==> config.mk <==
export PLATFORM = sky130hd
export DESIGN_NAME = ac_upsp_port_flat
export DESIGN_NICKNAME = d
export VERILOG_FILES = /design/src/rtl/ac_upsp_port_if.sv /design/src/rtl/ac_upsp_port.sv /design/src/flat_wrapper.sv
export SDC_FILE = /design/constraint.sdc
export NUM_CORES = 1
export LEC_CHECK = 0
export CAP_MARGIN = 5
export CORE_MARGIN = 2
export CORE_UTILIZATION = 45
export CTS_BUF_LIST = sky130_fd_sc_hd__clkbuf_8
export CTS_CLUSTER_SIZE = 25
export DETAILED_ROUTE_END_ITERATION = 16
export PLACE_DENSITY = 0.75
export SETUP_SLACK_MARGIN = 0.02
export SYNTH_ARGS = -nofsm -noshare
export SYNTH_HDL_FRONTEND = slang
export SYNTH_SLANG_ARGS = --single-unit
==> constraint.sdc <==
create_clock -name clk -period 5.4 [get_ports clk]
set_clock_uncertainty 0.2 [all_clocks]
set_input_delay 1.08 -clock clk [delete_from_list [all_inputs] [get_ports clk]]
set_output_delay 1.08 -clock clk [all_outputs]
set_load 0.02 [all_outputs]
==> src/rtl/ac_upsp_port_if.sv <==
// Signal bundle between the access-control endpoint and its peers:
// frame control, source/sink AXI-Stream and the upsp read/write channels.
interface ac_upsp_port_if #(
    parameter int CRF_DATA_WIDTH  = 32,
    parameter int UPSP_DATA_WIDTH = 24
);
    logic                       cfg_start;
    logic                       s_axis_tvalid;
    logic                       s_axis_tready;
    logic [UPSP_DATA_WIDTH-1:0] s_axis_tdata;
    logic [CRF_DATA_WIDTH-1:0]  UPSTR;
    logic [CRF_DATA_WIDTH-1:0]  UPENDR;
    logic                       upsp_ac_rd;
    logic                       ac_upsp_rvalid;
    logic [UPSP_DATA_WIDTH-1:0] ac_upsp_rdata;
    logic                       upsp_ac_wrt;
    logic                       ac_upsp_wready;
    logic [UPSP_DATA_WIDTH-1:0] upsp_ac_wdata;
    logic                       m_axis_tvalid;
    logic                       m_axis_tready;
    logic [UPSP_DATA_WIDTH-1:0] m_axis_tdata;
    logic                       m_axis_tlast;
    logic                       busy;
    logic                       frame_done;

    modport slave (
        input  cfg_start, s_axis_tvalid, s_axis_tdata, UPENDR,
        input  upsp_ac_rd, upsp_ac_wrt, upsp_ac_wdata, m_axis_tready,
        output s_axis_tready, UPSTR, ac_upsp_rvalid, ac_upsp_rdata,
        output ac_upsp_wready, m_axis_tvalid, m_axis_tdata,
        output m_axis_tlast, busy, frame_done
    );

    modport master (
        output cfg_start, s_axis_tvalid, s_axis_tdata, UPENDR,
        output upsp_ac_rd, upsp_ac_wrt, upsp_ac_wdata, m_axis_tready,
        input  s_axis_tready, UPSTR, ac_upsp_rvalid, ac_upsp_rdata,
        input  ac_upsp_wready, m_axis_tvalid, m_axis_tdata,
        input  m_axis_tlast, busy, frame_done
    );
endinterface

==> src/rtl/ac_upsp_port.sv <==
// Access-control endpoint of the upsp port: source pixel buffering,
// up-sampled pixel forwarding and UPSTR/UPENDR frame sequencing.
module ac_upsp_port #(
    parameter int CRF_DATA_WIDTH  = 32,
    parameter int UPSP_DATA_WIDTH = 24,
    parameter int RD_DEPTH        = 8,
    parameter int WR_DEPTH        = 8,
    parameter int OUT_PIXELS      = 8294400
) (
    input logic           clk,
    input logic           rst_n,
    ac_upsp_port_if.slave bus
);
    localparam int RA = $clog2(RD_DEPTH);
    localparam int WA = $clog2(WR_DEPTH);
    localparam logic [31:0] OUT_N = 32'(OUT_PIXELS);

    typedef enum logic [1:0] {IDLE, RUN, DRAIN, DONE} state_t;

    state_t state, state_nx;
    logic   st_run, st_act, st_done, st_busy;

    logic [UPSP_DATA_WIDTH-1:0] rd_mem [RD_DEPTH];
    logic [RA:0]                rd_wp, rd_rp;
    logic                       rd_full, rd_empty, rd_push, rd_pop;

    logic [UPSP_DATA_WIDTH-1:0] wr_mem [WR_DEPTH];
    logic [WA:0]                wr_wp, wr_rp;
    logic                       wr_full, wr_empty, wr_push, wr_pop;

    logic [31:0]                wr_cnt, out_cnt;
    logic                       out_valid, out_last;
    logic [UPSP_DATA_WIDTH-1:0] out_data;
    logic                       start, flush;
    logic                       unused_upendr;

    assign unused_upendr = ^bus.UPENDR[CRF_DATA_WIDTH-1:1];

    assign start = (state == IDLE) && bus.cfg_start;
    assign flush = (state == DONE);

    always_ff @(posedge clk or negedge rst_n) begin
        if (!rst_n) state <= IDLE;
        else        state <= state_nx;
    end

    always_comb begin
        state_nx = state;
        unique case (state)
            IDLE:    if (bus.cfg_start) state_nx = RUN;
            RUN:     if (wr_push && wr_cnt == OUT_N - 32'd1)
                         state_nx = DRAIN;
            DRAIN:   if (wr_empty && !out_valid && bus.UPENDR[0])
                         state_nx = DONE;
            DONE:    state_nx = IDLE;
            default: state_nx = IDLE;
        endcase
    end

    always_comb begin
        st_run  = 1'b0;
        st_act  = 1'b0;
        st_done = 1'b0;
        st_busy = 1'b1;
        unique case (state)
            IDLE:    st_busy = 1'b0;
            RUN:     begin st_run = 1'b1; st_act = 1'b1; end
            DRAIN:   st_act = 1'b1;
            DONE:    st_done = 1'b1;
            default: st_busy = 1'b0;
        endcase
    end

    assign bus.UPSTR      = {{(CRF_DATA_WIDTH-1){1'b0}}, st_act};
    assign bus.busy       = st_busy;
    assign bus.frame_done = st_done;

    // Read FIFO: extra pointer bit separates full from empty
    assign rd_empty = (rd_wp == rd_rp);
    assign rd_full  = (rd_wp[RA] != rd_rp[RA]) &&
                      (rd_wp[RA-1:0] == rd_rp[RA-1:0]);

    assign bus.s_axis_tready  = st_run && !rd_full;
    assign bus.ac_upsp_rvalid = st_act && !rd_empty;
    assign bus.ac_upsp_rdata  = bus.ac_upsp_rvalid ?
                                rd_mem[rd_rp[RA-1:0]] : '0;

    assign rd_push = bus.s_axis_tvalid && bus.s_axis_tready;
    assign rd_pop  = bus.upsp_ac_rd && bus.ac_upsp_rvalid;

    always_ff @(posedge clk or negedge rst_n) begin
        if (!rst_n) begin
            rd_wp <= '0;
            rd_rp <= '0;
        end else if (flush) begin
            rd_wp <= '0;
            rd_rp <= '0;
        end else begin
            if (rd_push) rd_wp <= rd_wp + (RA+1)'(1);
            if (rd_pop)  rd_rp <= rd_rp + (RA+1)'(1);
        end
    end

    always_ff @(posedge clk) begin
        if (rd_push) rd_mem[rd_wp[RA-1:0]] <= bus.s_axis_tdata;
    end

    // Write FIFO and per-frame pixel counters
    assign wr_empty = (wr_wp == wr_rp);
    assign wr_full  = (wr_wp[WA] != wr_rp[WA]) &&
                      (wr_wp[WA-1:0] == wr_rp[WA-1:0]);

    assign bus.ac_upsp_wready = st_run && !wr_full && (wr_cnt < OUT_N);
    assign wr_push = bus.upsp_ac_wrt && bus.ac_upsp_wready;
    assign wr_pop  = !wr_empty && (!out_valid || bus.m_axis_tready);

    always_ff @(posedge clk or negedge rst_n) begin
        if (!rst_n) begin
            wr_wp   <= '0;
            wr_rp   <= '0;
            wr_cnt  <= '0;
            out_cnt <= '0;
        end else begin
            if (wr_push) wr_wp <= wr_wp + (WA+1)'(1);
            if (wr_pop)  wr_rp <= wr_rp + (WA+1)'(1);
            if (start)        wr_cnt <= '0;
            else if (wr_push) wr_cnt <= wr_cnt + 32'd1;
            if (start)       out_cnt <= '0;
            else if (wr_pop) out_cnt <= out_cnt + 32'd1;
        end
    end

    always_ff @(posedge clk) begin
        if (wr_push) wr_mem[wr_wp[WA-1:0]] <= bus.upsp_ac_wdata;
    end

    // Output register holds data/last steady while stalled
    always_ff @(posedge clk or negedge rst_n) begin
        if (!rst_n) begin
            out_valid <= 1'b0;
            out_data  <= '0;
            out_last  <= 1'b0;
        end else if (wr_pop) begin
            out_valid <= 1'b1;
            out_data  <= wr_mem[wr_rp[WA-1:0]];
            out_last  <= (out_cnt == OUT_N - 32'd1);
        end else if (bus.m_axis_tready) begin
            out_valid <= 1'b0;
        end
    end

    assign bus.m_axis_tvalid = out_valid;
    assign bus.m_axis_tdata  = out_data;
    assign bus.m_axis_tlast  = out_last;
endmodule

==> src/flat_wrapper.sv <==
// flat-port wrapper written by rule: the top's interface ports become plain ports
module ac_upsp_port_flat 
#(
    parameter int CRF_DATA_WIDTH  = 32,
    parameter int UPSP_DATA_WIDTH = 24,
    parameter int RD_DEPTH        = 8,
    parameter int WR_DEPTH        = 8,
    parameter int OUT_PIXELS      = 8294400
)
  (clk, rst_n, bus_cfg_start, bus_s_axis_tvalid, bus_s_axis_tdata, bus_UPENDR, bus_upsp_ac_rd, bus_upsp_ac_wrt, bus_upsp_ac_wdata, bus_m_axis_tready, bus_s_axis_tready, bus_UPSTR, bus_ac_upsp_rvalid, bus_ac_upsp_rdata, bus_ac_upsp_wready, bus_m_axis_tvalid, bus_m_axis_tdata, bus_m_axis_tlast, bus_busy, bus_frame_done);
  ac_upsp_port_if #(.CRF_DATA_WIDTH(CRF_DATA_WIDTH), .UPSP_DATA_WIDTH(UPSP_DATA_WIDTH)) bus_i ();
  input logic clk;
  input logic rst_n;
  input wire logic [$bits(bus_i.cfg_start)-1:0] bus_cfg_start;
  input wire logic [$bits(bus_i.s_axis_tvalid)-1:0] bus_s_axis_tvalid;
  input wire logic [$bits(bus_i.s_axis_tdata)-1:0] bus_s_axis_tdata;
  input wire logic [$bits(bus_i.UPENDR)-1:0] bus_UPENDR;
  input wire logic [$bits(bus_i.upsp_ac_rd)-1:0] bus_upsp_ac_rd;
  input wire logic [$bits(bus_i.upsp_ac_wrt)-1:0] bus_upsp_ac_wrt;
  input wire logic [$bits(bus_i.upsp_ac_wdata)-1:0] bus_upsp_ac_wdata;
  input wire logic [$bits(bus_i.m_axis_tready)-1:0] bus_m_axis_tready;
  output wire logic [$bits(bus_i.s_axis_tready)-1:0] bus_s_axis_tready;
  output wire logic [$bits(bus_i.UPSTR)-1:0] bus_UPSTR;
  output wire logic [$bits(bus_i.ac_upsp_rvalid)-1:0] bus_ac_upsp_rvalid;
  output wire logic [$bits(bus_i.ac_upsp_rdata)-1:0] bus_ac_upsp_rdata;
  output wire logic [$bits(bus_i.ac_upsp_wready)-1:0] bus_ac_upsp_wready;
  output wire logic [$bits(bus_i.m_axis_tvalid)-1:0] bus_m_axis_tvalid;
  output wire logic [$bits(bus_i.m_axis_tdata)-1:0] bus_m_axis_tdata;
  output wire logic [$bits(bus_i.m_axis_tlast)-1:0] bus_m_axis_tlast;
  output wire logic [$bits(bus_i.busy)-1:0] bus_busy;
  output wire logic [$bits(bus_i.frame_done)-1:0] bus_frame_done;
  assign bus_i.cfg_start = bus_cfg_start;
  assign bus_i.s_axis_tvalid = bus_s_axis_tvalid;
  assign bus_i.s_axis_tdata = bus_s_axis_tdata;
  assign bus_i.UPENDR = bus_UPENDR;
  assign bus_i.upsp_ac_rd = bus_upsp_ac_rd;
  assign bus_i.upsp_ac_wrt = bus_upsp_ac_wrt;
  assign bus_i.upsp_ac_wdata = bus_upsp_ac_wdata;
  assign bus_i.m_axis_tready = bus_m_axis_tready;
  assign bus_s_axis_tready = bus_i.s_axis_tready;
  assign bus_UPSTR = bus_i.UPSTR;
  assign bus_ac_upsp_rvalid = bus_i.ac_upsp_rvalid;
  assign bus_ac_upsp_rdata = bus_i.ac_upsp_rdata;
  assign bus_ac_upsp_wready = bus_i.ac_upsp_wready;
  assign bus_m_axis_tvalid = bus_i.m_axis_tvalid;
  assign bus_m_axis_tdata = bus_i.m_axis_tdata;
  assign bus_m_axis_tlast = bus_i.m_axis_tlast;
  assign bus_busy = bus_i.busy;
  assign bus_frame_done = bus_i.frame_done;
  ac_upsp_port #(.CRF_DATA_WIDTH(CRF_DATA_WIDTH), .UPSP_DATA_WIDTH(UPSP_DATA_WIDTH), .RD_DEPTH(RD_DEPTH), .WR_DEPTH(WR_DEPTH), .OUT_PIXELS(OUT_PIXELS)) u_core (.clk(clk), .rst_n(rst_n), .bus(bus_i));
endmodule
==> run_results.csv, run 1 <==
group,metric,value,unit
floorplanning,dieArea,45900,um2
setup_path,critPathMaxFanout,37,
setup_path,timing.rr.end,"u_core.rd_mem[6][11]",
drt,drt-initial-drc-count,722,
worst_hold_path,min_path_type,"reg2reg",
synth,syn_inst,1158,
timing,maxSlewViolCount,0,
worst_hold_path,min_path_cells,2,
setup_path,critPathSlowestCell,"dfrtp_4",
grt,track_usage,16.6,%
synth,synth_area_per_cell,17.2,um2
layout,fin_nets,1416,
setup_path,r2r_slack,2.13,ns
setup_path,critPathMaxStageDelay,0.88,ns
timing,timing.setup.tns,0,ns
pwr,irDropWorstVdd,0.358,mV
outcome,status,"finished clean",
synth,yosys.area.top_type,"edfxtp_1",
timing,tightest_slew,1.03,ns
pwr,clockPowerShare,28.5,%
grt,overflow,0,
grt,grt_max_degree,72,
setup_path,critPathArrivalTime,3.20,ns
cts,clockBufferDepth,3,
synth,ys_warn_count,0,
pwr,power_frac_comb,27.6,%
setup_path,r2r-start,"u_core.rd_rp[1]",
floorplanning,start_util,45.3,%
drt,routed_wl,37.7,mm
layout,areaGrowthSynthToFinish,16.7,%
cts,cts_hold_buf,0,
drt,route.detailed.drc,0,
setup_path,endpoint_kind,"primary output",
pwr,p_sw,3300,uW
cts,cts_root_buf,"clkbuf_8",
cts,numCtsBuffers,81,
grt,grt_pass1_vias,10900,
synth,synth_area_leaders,"edfxtp_1 58%, dfrtp_1 14%, mux4_2 11%",
cts,clock_sinks,492,
flow_run,drv_cap,0,
setup_path,path_cells,"buf_4, mux4_2, mux2i_1, nor2_1, clkdlybuf4s50_1",
pwr,switching_share,30.8,%
cts,post-cts-setup-buffers,0,
pwr,internal-power,7420,uW
pwr,p_leak,0.00816,uW
drt,via_count,10300,
drt,wl_per_cell,19.1,um
worst_hold_path,min_to,"u_core.bus.m_axis_tdata[3]",
layout,drive_above_1_share,18.2,%
place,dp_hpwl,21.4,mm
drt,avgViaCountPerCell,5.21,
timing,period_share,83.0,%
floorplanning,die_width,214,um
worst_hold_path,min-delay-start,"u_core.bus.m_axis_tdata[3]",
pwr,sequentialPowerShare,43.9,%
timing,slew_headroom,31.2,%
setup_path,reg2regPathDepth,6,
setup_path,startpoint_type,"flop",
cts,clk_pin_slew,0.06,ns
synth,seq_area_frac_synth,71.5,%
drt,drt_pass1_iterations,5,
pwr,power.density,461,nW/um2
floorplanning,rows,77,
timing,finalHoldViolCount,0,
setup_path,worstSetupPathType,"reg2out",
timing,rsz0062_at_grt,"false",
timing,max_freq,223,MHz
timing,timing.hold.ws,0.278,ns
cts,clk_latency,0.64,ns
place,io_buffers,111,
timing,period_minus_slack,4.48,ns
floorplanning,fp.dieH,214,um
setup_path,cp.required,4.12,ns
floorplanning,core_area,43900,um2
synth,ys_ff_latch,492,
cts,cts_tree,"built",
grt,grt_pass1_wl,59.6,mm
floorplanning,pin_count,174,
place,place.gp.congestion,0.755,
synth,synth_top_area_share,57.9,%
synth,synth_cell_types,44,
synth,synth_area,19900,um2
drt,postRouteAntennaNets,0,
cts,htreeDepth,3,
cts,cts_resized,0,
timing,final-setup-viol-count,0,
grt,antenna_found_initial,4,
[worst max-delay path by stage]
stage                          from                    end  slack (ns)  cells after the start
floorplan           u_core.rd_rp[2]    u_core.rd_mem[4][0]        0.60                      5
global placement    u_core.rd_rp[0]   bus_ac_upsp_rdata[6]        1.49                      5
detailed placement  u_core.rd_rp[0]  bus_ac_upsp_rdata[22]        1.51                      5
CTS                 u_core.rd_rp[0]  bus_ac_upsp_rdata[22]        0.78                      5
global route        u_core.rd_rp[0]   bus_ac_upsp_rdata[4]        0.65                      5
finish              u_core.rd_rp[0]   bus_ac_upsp_rdata[4]        0.92                      5
[final cells by class]
cell class | instances | area [um2]
inverters | 14 | 52.6
multi-input cells | 592 | 5350
well taps | 592 | 741
fillers | 3524 | 20700
clock inverters | 64 | 374
repair buffers | 137 | 1300
diodes | 2 | 5.00
clock buffers | 85 | 1170
flip-flops and latches | 492 | 14200
[cells in the final DEF, fill, tap and decap left out, types with 37 or more instances in the layout]
cell             count
o21ai_0             37
dfrtp_1            104
nor2_1              84
edfxtp_1           384
mux2i_1             51
mux4_2              96
clkdlybuf4s50_1    110
inv_1               42
xor2_1              38
nand2_1             66
clkbuf_8            85
[synthesized netlist by cell type (all sizes together)]
master and n:
a2111oi 1, a21o 1, a21oi 15, a221o 1
a41o 1, a41oi 1, and2 17, and3 10
and4 8, buf 54, clkbuf 36, conb 1
dfrtp 108, edfxtp 384, ha 11, inv 14
mux2 1, mux2i 51, mux4 96, nand2 66
nand2b 1, nand3 25, nand3b 1, nand4 21
nand4b 1, nor2 85, nor3 12, nor3b 4
nor4 9, nor4b 5, o21ai 37, o21ba 1
o41a 1, o41ai 1, or3 13, or4 2
xnor2 21, xor2 41
[per-stage QoR]
| step | setup slack, ns | instance area [um2] | std cells | utilization (%) | power, uW |
|---|---|---|---|---|---|
| 6_report | 0.915 | 23200 | 1978 | 52.9 | 10700 |
| 5_1_grt | 0.655 | 23200 | 1977 | 52.9 | 11300 |
| 3_3_place_gp | 1.49 | 21700 | 1827 | 49.4 | 7720 |
| 4_1_cts | 0.783 | 23200 | 1976 | 52.9 | 10900 |
| 3_5_place_dp | 1.51 | 21700 | 1827 | 49.4 | 7780 |
| 2_1_floorplan | 0.597 | 20000 | 1188 | - | 6730 |
[state kept, by name, indices dropped and copies added (netlist names), 24 cells and up]
name	cells
u_core.bus.m_axis_tdata	24
u_core.wr_cnt	32
u_core.wr_mem	192
u_core.rd_mem	192
u_core.out_cnt	32
[metal layers]
layer	GRT usage, %	part of all wire [%]	vias up
li1	-	-	4718
met1	21.8	43	5238
met2	26.9	49	276
met3	4.18	6.5	65
met4	6.41	2.1	4
met5	0	0.074	-
[power by group through the flow]
stage	registers [uW]	clock network, uW	logic, uW
2_1_floorplan	4720	0	2010
3_3_place_gp	4760	0	2950
3_5_place_dp	4780	0	3000
4_1_cts	4710	3140	3020
5_1_grt	4750	3300	3210
6_report	4710	3050	2960
[critical path, delay by kind of cell, from the launching register on]
| family | cells | cell delay (ns) |
|---|---|---|
| muxes | 2 | 0.72 |
| and+or+nand+nor | 1 | 0.06 |
| buffers and inverters | 2 | 0.87 |
| DFF | 1 | 0.88 |
[logic make-up after synthesis]
| group | share of synthesized area [%] |
|---|---|
| xor gates and xnor gates | 2.84 |
| muxes | 13.5 |
| and+or+nand+nor | 6.98 |
| buffers and inverters | 2.68 |
| AOI/OAI and AO/OA | 1.82 |
| adders and majority gates | 0.691 |
| DFF | 71.5 |
| other | 0.0188 |
Power figures use the tool's default switching activity.
==> inputs of run 2 (changes only) <==
- clock period: 5.4 -> 4.3 ns (I/O delays scaled with it)
==> run 2 against run 1 <==
Compared with the run above: combinational power grew 31%; routed wire length increased by 2.1%; die area unchanged; flip-flop and latch count did not move; cell area rose by 0.26%; critical path depth unchanged; sequential share of layout area fell by 0.16 points; total power grew 25%; via count is 0.56% higher; final cell count grew 0.10%.
==> run_results.csv, run 2 (synthesis results as in run 1) <==
group,metric,value,unit
setup_path,cp.required,3.24,ns
setup_path,cpMostUsedCell,"nor3_1",
cts,cts_tree,"built",
setup_path,reg2regPathDepth,6,
grt,overflow,0,
floorplanning,start_util,45.3,%
floorplanning,die_width,214,um
setup_path,path_delay_family,"flip-flops",
timing,period_share,92.8,%
cts,cts_root_buf,"clkbuf_8",
drt,met1_length,16.2,mm
drt,avgViaCountPerCell,5.23,
floorplanning,pin_count,174,
setup_path,worstSetupPathType,"reg2out",
floorplanning,dieArea,45900,um2
drt,top_layer_used,"met5",
drt,routed_wl,38.6,mm
setup_path,critPathMaxFanout,10,
pwr,irDropWorstVdd,0.432,mV
layout,drive_above_1_share,19.3,%
place,io_buffers,111,
drt,drt_pass1_iterations,5,
drt,route.detailed.drc,0,
drt,drt-initial-drc-count,772,
drt,wl_per_cell,19.5,um
layout,areaGrowthSynthToFinish,17.0,%
layout,multi_input_area,5390,um2
cts,clk_latency,0.64,ns
layout,final_cell_mix,"384 x edfxtp_1, 110 x clkdlybuf4s50_1, 104 x dfrtp_1",
pwr,power.density,575,nW/um2
setup_path,path_buf_inv,1,
cts,numCtsBuffers,78,
timing,maxSlewViolCount,0,
floorplanning,rows,77,
setup_path,startpoint_type,"flop",
floorplanning,core_area,43900,um2
grt,antenna_found_initial,2,
timing,period_minus_slack,3.99,ns
drt,via_count,10400,
grt,grt_max_degree,69,
setup_path,critPathArrivalTime,2.93,ns
drt,route.met3.wl,2.35,mm
setup_path,r2r-start,"u_core.wr_wp[0]",
grt,track_usage,17.0,%
cts,htreeDepth,3,
drt,wl_met2,19.2,mm
floorplanning,fp.dieH,214,um
pwr,p_leak,0.00818,uW
timing,finalHoldViolCount,0,
setup_path,critPathMaxStageDelay,0.66,ns
layout,fin_nets,1422,
layout,layout.area.seq,14200,um2
place,place.gp.congestion,0.765,
worst_hold_path,min_path_type,"in2async",
grt,grt_pass1_wl,60.3,mm
cts,clock_sinks,492,
setup_path,path_cells,"xor2_2, nor3_1, a21o_1, nor3_1, clkdlybuf4s50_1",
drt,postRouteAntennaNets,0,
timing,tightest_slew,1.07,ns
layout,final_util,53.0,%
timing,max_freq,251,MHz
outcome,status,"finished clean",
setup_path,r2r_slack,1.08,ns
cts,clockBufferDepth,3,
grt,grt_pass1_vias,11000,
setup_path,critPathSlowestCell,"dfrtp_1",
flow_run,drv_cap,0,
timing,rsz0062_at_grt,"false",
timing,timing.setup.tns,0,ns
setup_path,timing.rr.end,"u_core.wr_cnt[7]",
setup_path,endpoint_kind,"primary output",
place,dp_hpwl,22.4,mm
layout,final_common_cell,"edfxtp_1",
timing,final-setup-viol-count,0,
cts,clk_pin_slew,0.06,ns
timing,slew_headroom,29.0,%
layout,final.fill_count,3449,
[run 2: timing repair]
action	CTS	global route
buffers inserted	0	1
hold buffers	0	0
gates resized for setup	0	0
setup endpoints to repair	0	1
hold endpoints to repair	0	0
[run 2: worst register-to-register path: cells and delay by family, from the launching register on]
| family | cells | cell delay [ns] |
|---|---|---|
| AOI/OAI and AO/OA | 2 | 0.95 |
| xor gates and xnor gates | 1 | 0.30 |
| DFF | 1 | 0.66 |
| and+or+nand+nor | 3 | 1.02 |
[run 2: worst max path at each step]
stage                          startpoint               endpoint  slack (ns)  cells past startpoint
after detailed placement  u_core.rd_rp[0]  bus_ac_upsp_rdata[15]        0.83                      5
final                     u_core.wr_wp[0]     bus_ac_upsp_wready        0.31                      5
after CTS                 u_core.rd_rp[0]  bus_ac_upsp_rdata[15]        0.11                      5
after global placement    u_core.rd_rp[0]  bus_ac_upsp_rdata[15]        0.82                      5
after global routing      u_core.wr_wp[0]     bus_ac_upsp_wready        0.14                      5
after floorplan           u_core.rd_rp[2]    u_core.rd_mem[6][0]        0.03                      7
[run 2: per-layer routing]
metal / GRT usage [%] / vias to the layer above
li1: - / 4734
met1: 21.8 / 5256
met2: 28.3 / 303
met3: 3.94 / 64
met4: 6.57 / 2
met5: 0 / -
[run 2: report_power, final]
part / internal [uW] / switching, uW
registers: 5560 / 314
logic: 1760 / 2100
clock network: 1850 / 1810
total: 9170 / 4230
[run 2: per-stage QoR]
stage               total power, uW  worst slack, ns  hold slack [ns]  cells  area (um2)
global placement               9780            0.818            0.263   1835       21800
global route                  14100            0.138            0.226   1979       23300
finish                        13400            0.308            0.147   1980       23300
CTS                           13600            0.111            0.169   1978       23300
detailed placement             9870            0.832            0.273   1835       21800
floorplan                      8460           0.0289            0.254   1188       20100
[run 2: area by class of cell]
cell class,count,area share (%)
tap,592,3.18
sequential,492,61.1
clock inverter,58,1.26
timing repair buffer,146,6.03
multi-input combinational,592,23.1
antenna,1,0.0107
inverter,14,0.226
clock buffer,85,5.02
==> inputs of run 3 (changes only) <==
- ABC_CLOCK_PERIOD_IN_PS: unset -> 4300
- SKIP_LAST_GASP: unset -> 1
==> results of run 3 <==
Final layout, timing and power as in run 2 (identical DEF).
